$ cat config.mk
export PLATFORM = sky130hd
export DESIGN_NAME = sid_write_sched_flat
export DESIGN_NICKNAME = d
export VERILOG_FILES = /design/src/rtl/sid_pkg.sv /design/src/rtl/sid_write_sched_if.sv /design/src/rtl/sid_wr_fifo.sv /design/src/rtl/sid_write_sched.sv /design/src/flat_wrapper.sv
export SDC_FILE = /design/constraint.sdc
export NUM_CORES = 1
export LEC_CHECK = 0
export ABC_CLOCK_PERIOD_IN_PS = 8000
export CORE_MARGIN = 5
export CORE_UTILIZATION = 35
export CTS_CLUSTER_SIZE = 25
export DETAILED_ROUTE_END_ITERATION = 8
export PLACE_DENSITY_LB_ADDON = 0.3
export SETUP_SLACK_MARGIN = 0.5
export SLEW_MARGIN = 20
export SYNTH_ARGS = -nofsm -noshare
export SYNTH_HDL_FRONTEND = slang
export SYNTH_SLANG_ARGS = --single-unit
$ cat constraint.sdc
create_clock -name clk -period 8 [get_ports clk]
set_input_delay 1.6 -clock clk [delete_from_list [all_inputs] [get_ports clk]]
set_output_delay 1.6 -clock clk [all_outputs]
set_load 0.03 [all_outputs]
$ cat src/rtl/sid_pkg.sv
// Shared SID register-file constants, write-entry type and arbitration grant
// encoding for the write scheduler slice.
package sid_pkg;

  localparam logic [4:0] SID_LAST_WR_IDX = 5'h18;
  localparam logic [4:0] SID_RO_FIRST    = 5'h19;
  localparam logic [4:0] SID_RO_LAST     = 5'h1c;

  typedef struct packed {
    logic [4:0] addr;
    logic [7:0] data;
  } sid_wr_t;

  typedef enum logic [1:0] {
    GNT_NONE,
    GNT_CPU,
    GNT_PLY
  } sid_gnt_e;

  // Anything above the last writable index is read-only or unmapped.
  function automatic logic sid_is_ro(input logic [4:0] addr);
    return addr > SID_LAST_WR_IDX;
  endfunction

endpackage

$ cat src/rtl/sid_write_sched_if.sv
// CPU and player write handshakes into the SID write scheduler.
interface sid_write_sched_if;

  logic       a_valid;
  logic       a_ready;
  logic [4:0] a_addr;
  logic [7:0] a_data;
  logic       b_valid;
  logic       b_ready;
  logic [4:0] b_addr;
  logic [7:0] b_data;

  modport master (
    output a_valid, a_addr, a_data, b_valid, b_addr, b_data,
    input  a_ready, b_ready
  );

  modport slave (
    input  a_valid, a_addr, a_data, b_valid, b_addr, b_data,
    output a_ready, b_ready
  );

endinterface

$ cat src/rtl/sid_wr_fifo.sv
// Synchronous player-write queue with registered full/empty/count flags.
module sid_wr_fifo
  import sid_pkg::*;
#(
  parameter int unsigned DEPTH = 8
) (
  input  logic                     clk,
  input  logic                     reset,
  input  logic                     push,
  input  sid_wr_t                  push_data,
  input  logic                     pop,
  output sid_wr_t                  head,
  output logic                     full,
  output logic                     empty,
  output logic [$clog2(DEPTH):0]   count
);

  localparam int unsigned AW = $clog2(DEPTH);
  localparam logic [AW:0] DEPTH_CNT = (AW + 1)'(DEPTH);

  sid_wr_t         mem [DEPTH];
  logic [AW-1:0]   wr_ptr;
  logic [AW-1:0]   rd_ptr;
  logic [AW:0]     count_nxt;
  logic            do_push;
  logic            do_pop;

  assign do_push = push && !full;
  assign do_pop  = pop && !empty;
  assign head    = mem[rd_ptr];

  always_comb begin
    count_nxt = count;
    if (do_push && !do_pop)
      count_nxt = count + 1'b1;
    else if (do_pop && !do_push)
      count_nxt = count - 1'b1;
  end

  always_ff @(posedge clk) begin
    if (do_push)
      mem[wr_ptr] <= push_data;
  end

  always_ff @(posedge clk) begin
    if (reset) begin
      wr_ptr <= '0;
      rd_ptr <= '0;
      count  <= '0;
      full   <= 1'b0;
      empty  <= 1'b1;
    end else begin
      if (do_push)
        wr_ptr <= wr_ptr + 1'b1;
      if (do_pop)
        rd_ptr <= rd_ptr + 1'b1;
      count <= count_nxt;
      full  <= (count_nxt == DEPTH_CNT);
      empty <= (count_nxt == '0);
    end
  end

endmodule

$ cat src/rtl/sid_write_sched.sv
// Schedules CPU and player register writes onto the SID register file,
// one issue per 1 MHz enable, with a bounded CPU streak over the player queue.
module sid_write_sched
  import sid_pkg::*;
#(
  parameter int unsigned FIFO_DEPTH = 8,
  parameter int unsigned CPU_BURST  = 2
) (
  input  logic                          clk,
  input  logic                          reset,
  input  logic                          ce_1m,
  sid_write_sched_if.slave              bus,
  output logic                          sid_we,
  output logic [4:0]                    sid_addr,
  output logic [7:0]                    sid_data,
  output logic [$clog2(FIFO_DEPTH):0]   fifo_count,
  output logic                          drop
);

  localparam int unsigned SW = $clog2(CPU_BURST + 1);
  localparam logic [SW-1:0] STREAK_MAX = SW'(CPU_BURST);

  logic                         hold_valid;
  sid_wr_t                      hold_q;
  logic                         fifo_full;
  logic                         fifo_empty;
  sid_wr_t                      fifo_head;
  logic [$clog2(FIFO_DEPTH):0]  fifo_cnt;
  logic [SW-1:0]                streak;
  logic                         a_fire;
  logic                         b_fire;
  logic                         a_ro;
  logic                         b_ro;
  sid_gnt_e                     gnt;
  logic                         we_q;
  logic                         drop_q;
  sid_wr_t                      out_q;

  assign bus.a_ready = !hold_valid && !reset;
  assign bus.b_ready = !fifo_full && !reset;
  assign a_fire      = bus.a_valid && bus.a_ready;
  assign b_fire      = bus.b_valid && bus.b_ready;
  assign a_ro        = sid_is_ro(bus.a_addr);
  assign b_ro        = sid_is_ro(bus.b_addr);

  always_comb begin
    gnt = GNT_NONE;
    if (ce_1m) begin
      if (hold_valid && !(streak == STREAK_MAX && !fifo_empty))
        gnt = GNT_CPU;
      else if (!fifo_empty)
        gnt = GNT_PLY;
    end
  end

  sid_wr_fifo #(
    .DEPTH (FIFO_DEPTH)
  ) u_fifo (
    .clk       (clk),
    .reset     (reset),
    .push      (b_fire && !b_ro),
    .push_data ('{addr: bus.b_addr, data: bus.b_data}),
    .pop       (gnt == GNT_PLY),
    .head      (fifo_head),
    .full      (fifo_full),
    .empty     (fifo_empty),
    .count     (fifo_cnt)
  );

  always_ff @(posedge clk) begin
    if (reset) begin
      hold_valid <= 1'b0;
      hold_q     <= '0;
      streak     <= '0;
      we_q       <= 1'b0;
      drop_q     <= 1'b0;
      out_q      <= '0;
    end else begin
      drop_q <= (a_fire && a_ro) || (b_fire && b_ro);
      we_q   <= (gnt != GNT_NONE);
      if (gnt == GNT_CPU) begin
        hold_valid <= 1'b0;
        out_q      <= hold_q;
      end else if (gnt == GNT_PLY) begin
        out_q <= fifo_head;
      end
      if (a_fire && !a_ro) begin
        hold_valid <= 1'b1;
        hold_q     <= '{addr: bus.a_addr, data: bus.a_data};
      end
      if (fifo_empty || gnt == GNT_PLY)
        streak <= '0;
      else if (gnt == GNT_CPU)
        streak <= streak + 1'b1;
    end
  end

  // Outputs are forced low while reset is held so a strobe already registered
  // for the cycle reset arrives never reaches the register file.
  assign sid_we     = we_q && !reset;
  assign sid_addr   = reset ? '0 : out_q.addr;
  assign sid_data   = reset ? '0 : out_q.data;
  assign fifo_count = reset ? '0 : fifo_cnt;
  assign drop       = drop_q && !reset;

endmodule

$ cat src/flat_wrapper.sv
// flat-port wrapper written by rule: the top's interface ports become plain ports
module sid_write_sched_flat import sid_pkg::*;
#(
  parameter int unsigned FIFO_DEPTH = 8,
  parameter int unsigned CPU_BURST  = 2
)
  (clk, reset, ce_1m, sid_we, sid_addr, sid_data, fifo_count, drop, bus_a_valid, bus_a_addr, bus_a_data, bus_b_valid, bus_b_addr, bus_b_data, bus_a_ready, bus_b_ready);
  sid_write_sched_if bus_i ();
  input  logic clk;
  input  logic reset;
  input  logic ce_1m;
  output logic sid_we;
  output logic [4:0] sid_addr;
  output logic [7:0] sid_data;
  output logic [$clog2(FIFO_DEPTH):0] fifo_count;
  output logic drop;
  input wire logic [$bits(bus_i.a_valid)-1:0] bus_a_valid;
  input wire logic [$bits(bus_i.a_addr)-1:0] bus_a_addr;
  input wire logic [$bits(bus_i.a_data)-1:0] bus_a_data;
  input wire logic [$bits(bus_i.b_valid)-1:0] bus_b_valid;
  input wire logic [$bits(bus_i.b_addr)-1:0] bus_b_addr;
  input wire logic [$bits(bus_i.b_data)-1:0] bus_b_data;
  output wire logic [$bits(bus_i.a_ready)-1:0] bus_a_ready;
  output wire logic [$bits(bus_i.b_ready)-1:0] bus_b_ready;
  assign bus_i.a_valid = bus_a_valid;
  assign bus_i.a_addr = bus_a_addr;
  assign bus_i.a_data = bus_a_data;
  assign bus_i.b_valid = bus_b_valid;
  assign bus_i.b_addr = bus_b_addr;
  assign bus_i.b_data = bus_b_data;
  assign bus_a_ready = bus_i.a_ready;
  assign bus_b_ready = bus_i.b_ready;
  sid_write_sched #(.FIFO_DEPTH(FIFO_DEPTH), .CPU_BURST(CPU_BURST)) u_core (.clk(clk), .reset(reset), .ce_1m(ce_1m), .bus(bus_i), .sid_we(sid_we), .sid_addr(sid_addr), .sid_data(sid_data), .fifo_count(fifo_count), .drop(drop));
endmodule
# ---- Yosys cells after proc, flatten, opt, wreduce, memory -nomap -nowiden
# Memories as Yosys holds them, arrays and structs flattened. A register that Yosys moved wholly into a read port is not among the register bits.
# Cells that the tools add are included.
dict set report word_totals {
  in_bits 31
  out_inout_bits 21
  ramBits 104
  n_memories 1
  register_bits 43
}
dict set report op_classes {
  reduce_logical 32
  n_eq_ne 4
  add_sub_neg 5
  n_mux 16
  n_lt_le_gt_ge 2
}
# memory depth word_bits rd rd_clocked_by_memory_dff write_ports line_no
set memory_table {}
lappend memory_table {u_core.u_fifo.mem 8 13 1 1 1 sid_wr_fifo.sv:21} ;# sid_wr_t mem [DEPTH];
# op count
set ops {}
lappend ops {{13-bit 2-to-1 mux} 2}
lappend ops {{1-bit logical AND} 16}
lappend ops {{4-bit 2-to-1 mux} 3}
lappend ops {{5-bit greater-than comparator (second input constant)} 2}
lappend ops {{1-bit zero test} 9}
lappend ops {{8-bit 2-to-1 mux} 1}
lappend ops {{3-bit by 1-bit adder with 3-bit output (second input constant)} 2}
lappend ops {{2-bit 2-to-1 mux} 3}
lappend ops {{3-bit 2-to-1 mux} 2}
lappend ops {{2-bit nonzero test} 3}
lappend ops {{5-bit 2-to-1 mux} 1}
lappend ops {{4-bit by 1-bit adder with 4-bit output (second input constant)} 1}
lappend ops {{2-bit equality test (second input constant)} 2}
lappend ops {{4-bit equality test (second input constant)} 1}
lappend ops {{4-bit zero test} 1}
lappend ops {{1-bit 2-to-1 mux} 4}
lappend ops {{4-bit by 1-bit subtractor with 4-bit output (second input constant)} 1}
lappend ops {{2-bit by 1-bit adder with 2-bit output (second input constant)} 1}
lappend ops {{2-bit by 1-bit equality test with 1-bit output (second input constant)} 1}
lappend ops {{1-bit logical OR} 2}
lappend ops {{2-bit OR reduction} 1}

# ---- Longest topological paths before layout
# Gate-level depths: netlist (run 1).
dict set report logic_depth {
  word_depth 12
  ltp_mapped 13
  ltp_nobuf 12
}

# ---- By module
# A second synthesis (run 1) with hierarchy kept.
dict set report unflattened {
  cells_unflattened 407
  hier_area_um2 6222.2
}
# module seq_area_each_um2 cells_per_inst instances area_each_um2
set by_module_without_submodules {}
lappend by_module_without_submodules {sid_wr_fifo 3423.3 233 1 4687.0}
lappend by_module_without_submodules {sid_write_sched 620.6 174 1 1535.2}

# ---- Worst setup path before layout (run 1)
# No wires, ideal clock.
dict set report synth_timing {
  path_type {input port to output port}
  from {input reset}
  to {output sid_data[0]}
  arrival_time_ns 2.440
  path_stages 3
  required_time_ns 6.400
  slack_ns 3.960
  cell_sequence {clkbuf_1 clkbuf_1 nor2b_1}
}
dict set report synth_via {
  elab_chain_len 1
}
# element line_no
set synth_rtl {}
lappend synth_rtl {{start: declaration} flat_wrapper.sv:10} ;# input logic reset;
lappend synth_rtl {{8-bit 2-to-1 mux} sid_write_sched.sv:102} ;# assign sid_data = reset ? '0 : out_q.data;
lappend synth_rtl {{end: declaration} flat_wrapper.sv:14} ;# output logic [7:0] sid_data;
# Every way passes these cells.

# ---- Final worst setup path (run 1)
dict set report layout_timing {
  from {input reset}
  to {output sid_data[7]}
}
# The elaborated chain is that of the path after synthesis.

==> results of run 1 <==
[report_power, final]
group | switching (mW) | internal (mW) | leakage [nW]
combinational | 0.0610 | 0.0567 | 0.869
clock | 0.299 | 0.424 | 0.247
sequential | 0.0123 | 0.847 | 1.31
[sequential cells by signal (all words and copies together), names as in the netlist, named ones only]
signal	cells
u_core.u_fifo.empty	1
u_core.hold_valid	1
u_core.u_fifo.count	4
u_core.streak	2
u_core.u_fifo.mem	104
u_core.u_fifo.wr_ptr	3
u_core.u_fifo.full	1
u_core.hold_q	13
u_core.out_q	13
u_core.u_fifo.rd_ptr	3
u_core.drop_q	1
u_core.we_q	1
[final cells by class]
type / count / area (µm²)
fillers: 1529 / 9810
flip-flops and latches: 150 / 4050
multi-input cells: 217 / 1970
repair buffers: 58 / 558
clock buffers: 19 / 433
well taps: 225 / 282
clock inverters: 12 / 106
inverters: 7 / 26.3
[layout by cell type, fill, tap and decap left out, types with 2 or more instances in the layout]
cell type,count
mux4_2,26
nor4_1,3
clkinv_1,2
xor2_1,3
clkbuf_16,17
nor3_1,2
a2bb2oi_1,2
clkinvlp_4,5
mux2_2,13
nor2_1,29
o21ai_0,2
inv_6,2
dfxtp_1,45
nand2_1,13
mux2i_1,24
nor2_2,4
edfxtp_1,104
a21oi_1,5
nor3b_2,2
nor3_2,4
nand4_1,2
nor2b_1,19
clkbuf_1,2
nand3_1,4
nand2b_1,19
xnor2_1,5
ha_1,8
buf_4,7
o22ai_1,13
clkdlybuf4s50_1,50
inv_1,7
[cells in the mapped netlist, types with 2 or more instances]
cell type    n
a21oi_1      5
clkbuf_1    12
nand2_1     13
o21ai_0      2
buf_6        2
edfxtp_1   104
nor4_1       4
nand4_1      2
a2bb2oi_1    2
nor2_1      32
ha_1         8
nand3_1      4
xnor2_1      5
mux4_2      26
buf_2        5
inv_1        7
mux2_2      13
mux2i_1     24
dfxtp_1     46
nand2b_1    19
xor2_1       3
nor3b_2      2
o22ai_1     13
nor2b_1     19
nor3_1       6
[routing by layer]
layer,global-route usage,vias up,part of all wire
li1,-,1613,-
met1,0.173,1707,0.46
met2,0.188,76,0.46
met3,0.0413,11,0.063
met4,0.0515,0,0.013
met5,0,-,0
[worst max-delay path, cell delays in order]
cell             delay, ps
buf_2                   80
buf_4                  530
nor2b_1                140
clkdlybuf4s50_1        630
[how the worst max path moves through the flow]
stage / to / slack [ps] / cells past startpoint
after detailed placement: fifo_count[0] / 3410 / 4
after floorplan: sid_data[0] / 3960 / 3
after global placement: fifo_count[1] / 3440 / 4
after CTS: fifo_count[0] / 3400 / 4
after global routing: fifo_count[0] / 3310 / 4
final: sid_data[7] / 3400 / 4
[kinds of logic after synthesis]
logic type	Yosys count	share of synthesized area
DFF	150	0.661
and+or+nand+nor	107	0.0927
muxes	63	0.159
AOI/OAI and AO/OA	31	0.0379
buffers and inverters	28	0.0213
xor gates and xnor gates	8	0.0115
adders and majority gates	8	0.0164
==> impl_metrics.json, run 1 <==
{
  "status": "complete, no violations",
  "fin_area_um2": 7420,
  "cts_buffer_depth": 2,
  "gp_congestion": 0.715,
  "syn-num-nets": 434,
  "numClockSinks": 150,
  "fin_setup_tns_ps": 0,
  "fin_ws_ps": 3400,
  "drc": 0,
  "synthArstFlopShare": 0,
  "ios": 52,
  "ys_warn_count": 0,
  "timing.rr.end": "u_core.u_fifo.mem[6][4]$_DFFE_PP_",
  "p_leak_nw": 2.43,
  "drt_iter0_markers": 137,
  "antenna_found_initial": 0,
  "antenna_left": 0,
  "place_ws_ps": 3410,
  "drv_cap": 0,
  "min_path_type": "reg2reg",
  "critPathKind": "in2out",
  "synthCells": 395,
  "setup_viol": 0,
  "power_density_nw_per_um2": 229,
  "yosysSeqAreaShare": 0.661,
  "dieArea_um2": 20200,
  "slew_violations": 0,
  "ys_types": 42,
  "fin_crit_sh": 0.575,
  "hold_violations": 0,
  "clk_latency_ps": 410,
  "reg2reg_depth": 4,
  "synth_seq_cells": 150,
  "cts_tree": "yes",
  "regToRegStartpoint": "u_core.u_fifo.full$_SDFF_PP0_",
  "drive_gt1_frac": 0.197,
  "core_area_um2": 17200,
  "whs_ps": 477,
  "wire_per_inst_um": 17.6,
  "worst_ep_required_time_ps": 6400,
  "irDropWorstVdd_v": 0.000144,
  "grt_max_degree": 70,
  "syn_area_um2": 6110,
  "startpoint": "reset",
  "layout.cells.non_filler": 688,
  "rsz0062_at_grt": "false",
  "root_buffer": "clkbuf_16",
  "grt_pass1_vias": 3467,
  "synthFlopType": "edfxtp_1",
  "slew_headroom": 0.359,
  "holdPathEnd": "u_core.out_q[4]$_SDFFE_PP0P_",
  "vias_per_cell": 4.95,
  "yosysTopAreaCellShare": 0.511,
  "ctsHoldBuffers": 0,
  "rows": 48,
  "dr.pass1.iters": 4,
  "yosysTopAreaCell": "edfxtp_1",
  "syn2layout_area_growth_pct": 21.4,
  "io_buffers": 51,
  "dpl_cell_area_um2": 6890,
  "nets": 490,
  "fmax_ghz": 0.218,
  "start_util": 0.355,
  "die_x_um": 142,
  "cts-resized-gates": 0,
  "critPathMaxFanout": 69,
  "total_power_mw": 1.70,
  "overflow": 0,
  "wirelength_um": 12100,
  "fp.dieH_um": 142,
  "finalClockSkew_ps": 5.74,
  "antenna_cells": 0,
  "postCtsSetupRepairBufs": 0,
  "min-delay-start": "u_core.out_q[4]$_SDFFE_PP0P_",
  "synth_edf_count": 104,
  "reg2reg_slack_ps": 5540,
  "hold_depth": 2,
  "dr_total_vias": 3407,
  "period_needed_ps": 4600,
  "post-route-util": 0.431,
  "syn-mean-instance-area_um2": 15.5,
  "numPlacedInstances": 657,
  "cts_inserted_buffers": 17,
  "synth_area_leaders": "edfxtp_1 (51%), dfxtp_1 (15%), mux4_2 (9.6%)",
  "cp.arrival_ps": 3000,
  "worst_setup_path_end_kind": "output pin",
  "cts_max_level": 4,
  "place_hpwl_um": 7670,
  "critPathLaunchType": "primary input",
  "tightest_slew_ps": 962,
  "grt_usage": 0.127,
  "clkSlewWorstSetupHoldPaths_ps": 60,
  "grt_pass1_wl_um": 19300
}
(Power assumes the default switching activity.)
==> inputs of run 2 (changes only) <==
--- a/config.mk
+++ b/config.mk
@@ -5,7 +5,7 @@
 export SDC_FILE = /design/constraint.sdc
 export NUM_CORES = 1
 export LEC_CHECK = 0
-export ABC_CLOCK_PERIOD_IN_PS = 8000
+export ABC_CLOCK_PERIOD_IN_PS = 4100
 export CORE_MARGIN = 5
 export CORE_UTILIZATION = 35
 export CTS_CLUSTER_SIZE = 25
==> constraint.sdc (replaced) <==
create_clock -name clk -period 4.1 [get_ports clk]
set_input_delay 0.82 -clock clk [delete_from_list [all_inputs] [get_ports clk]]
set_output_delay 0.82 -clock clk [all_outputs]
set_load 0.03 [all_outputs]
==> run 2 against run 1 <==
Worst setup slack got worse by 2400 ps. Sequential power grew 96%. Clock power is 94% higher. First-iteration DRC count rose by 51%. Register-to-register slack worse by 3900 ps. Non-clock buffer count grew 4. Routed wire length grew 0.74%. Clock skew about the same. Final cell count increased by 0.73%. Via count grew 0.12%.
==> impl_metrics.json, run 2 (synthesized netlist as in run 1, its figures left out) <==
{
  "overflow": 0,
  "layout_common_cells": "edfxtp_1 (104), clkdlybuf4s50_1 (50), dfxtp_1 (45)",
  "wire_per_inst_um": 17.7,
  "hold_depth": 2,
  "reg2reg_depth": 10,
  "fin_crit_sh": 0.767,
  "core_area_um2": 17200,
  "cts_tree": "yes",
  "clk_latency_ps": 410,
  "multiInputGateArea_um2": 1970,
  "area.sequential_um2": 4050,
  "gp_congestion": 0.729,
  "dr_total_vias": 3411,
  "p_leak_nw": 2.46,
  "regMostFlops": "u_core.u_fifo.mem",
  "grt_usage": 0.128,
  "cts-resized-gates": 0,
  "wirelength_um": 12200,
  "drv_cap": 0,
  "clkSlewWorstSetupHoldPaths_ps": 60,
  "power_density_nw_per_um2": 444,
  "worst_ep_required_time_ps": 3280,
  "fin_setup_tns_ps": 0,
  "setup_viol": 0,
  "critPathLaunchType": "primary input",
  "ios": 52,
  "drc": 0,
  "place_ws_ps": 878,
  "layout.cells.non_filler": 693,
  "cts_max_level": 4,
  "grt_max_degree": 56,
  "grt_pass1_wl_um": 19500,
  "nets": 494,
  "antenna_cells": 0,
  "place_hpwl_um": 7690,
  "die_x_um": 142,
  "cts_inserted_buffers": 17,
  "largest_reg_flops": 104,
  "fin_ws_ps": 955,
  "cp.arrival_ps": 2320,
  "tightest_slew_ps": 983,
  "vias_per_cell": 4.92,
  "start_util": 0.355,
  "whs_ps": 481,
  "drt_iter0_markers": 207,
  "worst_setup_path_end_kind": "output pin",
  "antenna_found_initial": 0,
  "ctsHoldBuffers": 0,
  "hold_violations": 0,
  "min_path_type": "reg2reg",
  "dieArea_um2": 20200,
  "syn2layout_area_growth_pct": 21.9,
  "fp.dieH_um": 142,
  "slew_violations": 0,
  "antenna_left": 0,
  "postCtsSetupRepairBufs": 0,
  "numPlacedInstances": 661,
  "period_needed_ps": 3140,
  "irDropWorstVdd_v": 0.000330,
  "status": "complete, no violations",
  "reg2reg_slack_ps": 1600,
  "layout_commonest_cell": "edfxtp_1",
  "rows": 48,
  "fill_cells": 1541,
  "critPathMaxFanout": 55,
  "total_power_mw": 3.31,
  "rsz0062_at_grt": "false",
  "largestRegisters": "u_core.u_fifo.mem x104, u_core.hold_q x13, u_core.out_q x13",
  "numClockSinks": 150,
  "io_buffers": 51,
  "finalClockSkew_ps": 5.45,
  "critPathKind": "in2out",
  "root_buffer": "clkbuf_16",
  "fmax_ghz": 0.318,
  "dr.pass1.iters": 4,
  "drive_gt1_frac": 0.194,
  "grt_pass1_vias": 3470,
  "cts_buffer_depth": 2,
  "slew_headroom": 0.345
}
-- run 2: changes by cell type in the layout (fill, tap and decap cells not counted) --
cell | previous run | this run
clkbuf_1 | 2 | 3
clkinvlp_4 | 5 | 3
dfxtp_2 | 1 | 0
nor2_1 | 29 | 32
buf_4 | 7 | 11
dfxtp_4 | 0 | 1
clkinv_4 | 1 | 2
clkinv_1 | 2 | 3
nor2_2 | 4 | 1
-- run 2: layout make-up --
type                            instances  area share
Timing Repair Buffer                   62      0.0789
Clock buffer                           20      0.0586
Multi-Input combinational cell        217       0.264
Clock inverter                         12      0.0139
Inverter                                7     0.00353
Tap cell                              225      0.0378
Sequential cell                       150       0.543
-- run 2: path summary, 6_finish.rpt --
path                                               startpoint                            end
worst min register to register   u_core.out_q[4]$_SDFFE_PP0P_   u_core.out_q[4]$_SDFFE_PP0P_
worst min-delay path             u_core.out_q[4]$_SDFFE_PP0P_   u_core.out_q[4]$_SDFFE_PP0P_
worst max register to register  u_core.streak[0]$_SDFFE_PP0P_  u_core.u_fifo.full$_SDFF_PP0_
worst max-delay path                                    reset                  fifo_count[1]
-- run 2: critical path: stages --
cell and delay, ps:
buf_2 740, nor2_1 120, clkdlybuf4s50_1 630
-- run 2: per-stage QoR --
stage                      util  cell area, µm²
after floorplan               -            6110
after global placement    0.401            6910
after detailed placement  0.401            6910
after CTS                 0.432            7450
after global routing      0.432            7450
final                     0.432            7450
-- run 2: power breakdown --
part	internal, mW	switching [mW]
logic	0.111	0.119
clock network	0.831	0.570
registers	1.65	0.0250
total	2.59	0.714
-- run 2: layer usage --
metal | vias up | part of all wire | global-route usage
li1 | 1621 | - | -
met1 | 1687 | 0.45 | 0.175
met2 | 95 | 0.47 | 0.199
met3 | 8 | 0.070 | 0.0380
met4 | 0 | 0.0077 | 0.0333
met5 | - | 0 | 0
==> inputs of run 3 (changes only) <==
--- a/config.mk
+++ b/config.mk
@@ -5,7 +5,7 @@
 export SDC_FILE = /design/constraint.sdc
 export NUM_CORES = 1
 export LEC_CHECK = 0
-export ABC_CLOCK_PERIOD_IN_PS = 4100
+export ABC_CLOCK_PERIOD_IN_PS = 3120
 export CORE_MARGIN = 5
 export CORE_UTILIZATION = 35
 export CTS_CLUSTER_SIZE = 25
==> constraint.sdc (replaced) <==
create_clock -name clk -period 3.12 [get_ports clk]
set_input_delay 0.624 -clock clk [delete_from_list [all_inputs] [get_ports clk]]
set_output_delay 0.624 -clock clk [all_outputs]
set_load 0.03 [all_outputs]
==> run 3 against run 2 <==
Sequential power rose by 31%. Sequential share of layout area fell by 0.69 points. Largest power group unchanged. Critical path type unchanged. Via count rose by 0.76%.
==> impl_metrics.json, run 3 (synthesized netlist as in run 1, its figures left out) <==
{
  "layout_commonest_cell": "edfxtp_1",
  "total_power_mw": 4.46,
  "grt_pass1_vias": 3577,
  "cp.arrival_ps": 1850,
  "irDropWorstVdd_v": 0.000383,
  "drv_cap": 0,
  "fill_cells": 1532,
  "dpl_cell_area_um2": 6970,
  "drive_gt1_frac": 0.212,
  "critPathMaxFanout": 37,
  "overflow": 0,
  "rsz0062_at_grt": "true",
  "worst_ep_required_time_ps": 2500,
  "dr.pass1.iters": 4,
  "finalClockSkew_ps": 11.1,
  "critPathKind": "in2out",
  "wl_met3_um": 767,
  "numClockSinks": 150,
  "layout.cells.non_filler": 701,
  "regMostFlops": "u_core.u_fifo.mem",
  "grt_pass1_wl_um": 19500,
  "io_buffers": 51,
  "wl_met1_um": 5550,
  "fin_setup_tns_ps": 0,
  "antenna_found_initial": 0,
  "nets": 502,
  "largestRegisters": "u_core.u_fifo.mem x104, u_core.hold_q x13, u_core.out_q x13",
  "wl_met2_um": 5880,
  "place_hpwl_um": 8150,
  "syn2layout_area_growth_pct": 23.3,
  "drt_iter0_markers": 199,
  "wirelength_um": 12400,
  "worst_setup_path_end_kind": "output pin",
  "fin_crit_sh": 0.792,
  "fin_area_um2": 7540,
  "hold_violations": 0,
  "antenna_cells": 0,
  "gp_congestion": 0.736,
  "cts-resized-gates": 0,
  "whs_ps": 482,
  "wire_per_inst_um": 17.6,
  "critPathLaunchType": "primary input",
  "numPlacedInstances": 669,
  "status": "complete, no violations",
  "min_path_type": "reg2reg",
  "ctsHoldBuffers": 0,
  "cts_tree": "yes",
  "drc": 0,
  "core_area_um2": 17200,
  "cts_inserted_buffers": 17,
  "postCtsSetupRepairBufs": 0,
  "fp.dieH_um": 142,
  "dieArea_um2": 20200,
  "power_density_nw_per_um2": 592,
  "setup_viol": 0,
  "start_util": 0.355,
  "clkSlewWorstSetupHoldPaths_ps": 60,
  "slew_headroom": 0.549,
  "vias_per_cell": 4.90,
  "cts_max_level": 4,
  "ios": 52,
  "die_x_um": 142,
  "p_leak_nw": 2.51,
  "grt_max_degree": 38,
  "post-route-util": 0.437,
  "fin_ws_ps": 649,
  "layout_common_cells": "edfxtp_1 (104), clkdlybuf4s50_1 (50), dfxtp_1 (46)",
  "rows": 48,
  "place_ws_ps": 240,
  "largest_reg_flops": 104,
  "period_needed_ps": 2470,
  "fmax_ghz": 0.405,
  "top_layer": "met4",
  "slew_violations": 0,
  "tightest_slew_ps": 676,
  "clk_latency_ps": 420,
  "antenna_left": 0,
  "root_buffer": "clkbuf_16",
  "cts_buffer_depth": 2,
  "grt_usage": 0.129,
  "dr_total_vias": 3437
}
-- run 3: layout make-up --
| class | count | area, µm² | area share |
|---|---|---|---|
| sequential | 150 | 4040 | 0.536 |
| multi-input combinational | 217 | 1970 | 0.261 |
| inverter | 7 | 26.3 | 0.00348 |
| clock inverter | 11 | 128 | 0.0169 |
| clock buffer | 21 | 440 | 0.0584 |
| timing repair buffer | 70 | 651 | 0.0863 |
| tap | 225 | 282 | 0.0373 |
-- run 3: final timing paths --
kind	endpoint	startpoint	slack [ps]	cells past startpoint
min reg2reg	u_core.out_q[5]$_SDFFE_PP0P_	u_core.out_q[5]$_SDFFE_PP0P_	480	2
max	sid_data[0]	reset	650	3
min	u_core.out_q[5]$_SDFFE_PP0P_	u_core.out_q[5]$_SDFFE_PP0P_	480	2
max reg2reg	u_core.u_fifo.full$_SDFF_PP0_	u_core.streak[0]$_SDFFE_PP0P_	740	10
-- run 3: routing by layer --
layer,global-route usage,vias to the layer above
met5,0,-
met4,0.0535,0
met3,0.0323,14
met2,0.201,99
met1,0.173,1687
li1,-,1637
-- run 3: worst max-delay path: stages --
cell	delay [ps]
clkbuf_4	300
nor2b_1	220
clkdlybuf4s50_1	690
-- run 3: report_power, final --
part	internal, mW	switching [mW]	total, mW	leakage, nW
Combinational	0.152	0.166	0.318	0.932
Sequential	2.17	0.0270	2.20	1.31
Clock	1.18	0.768	1.95	0.268
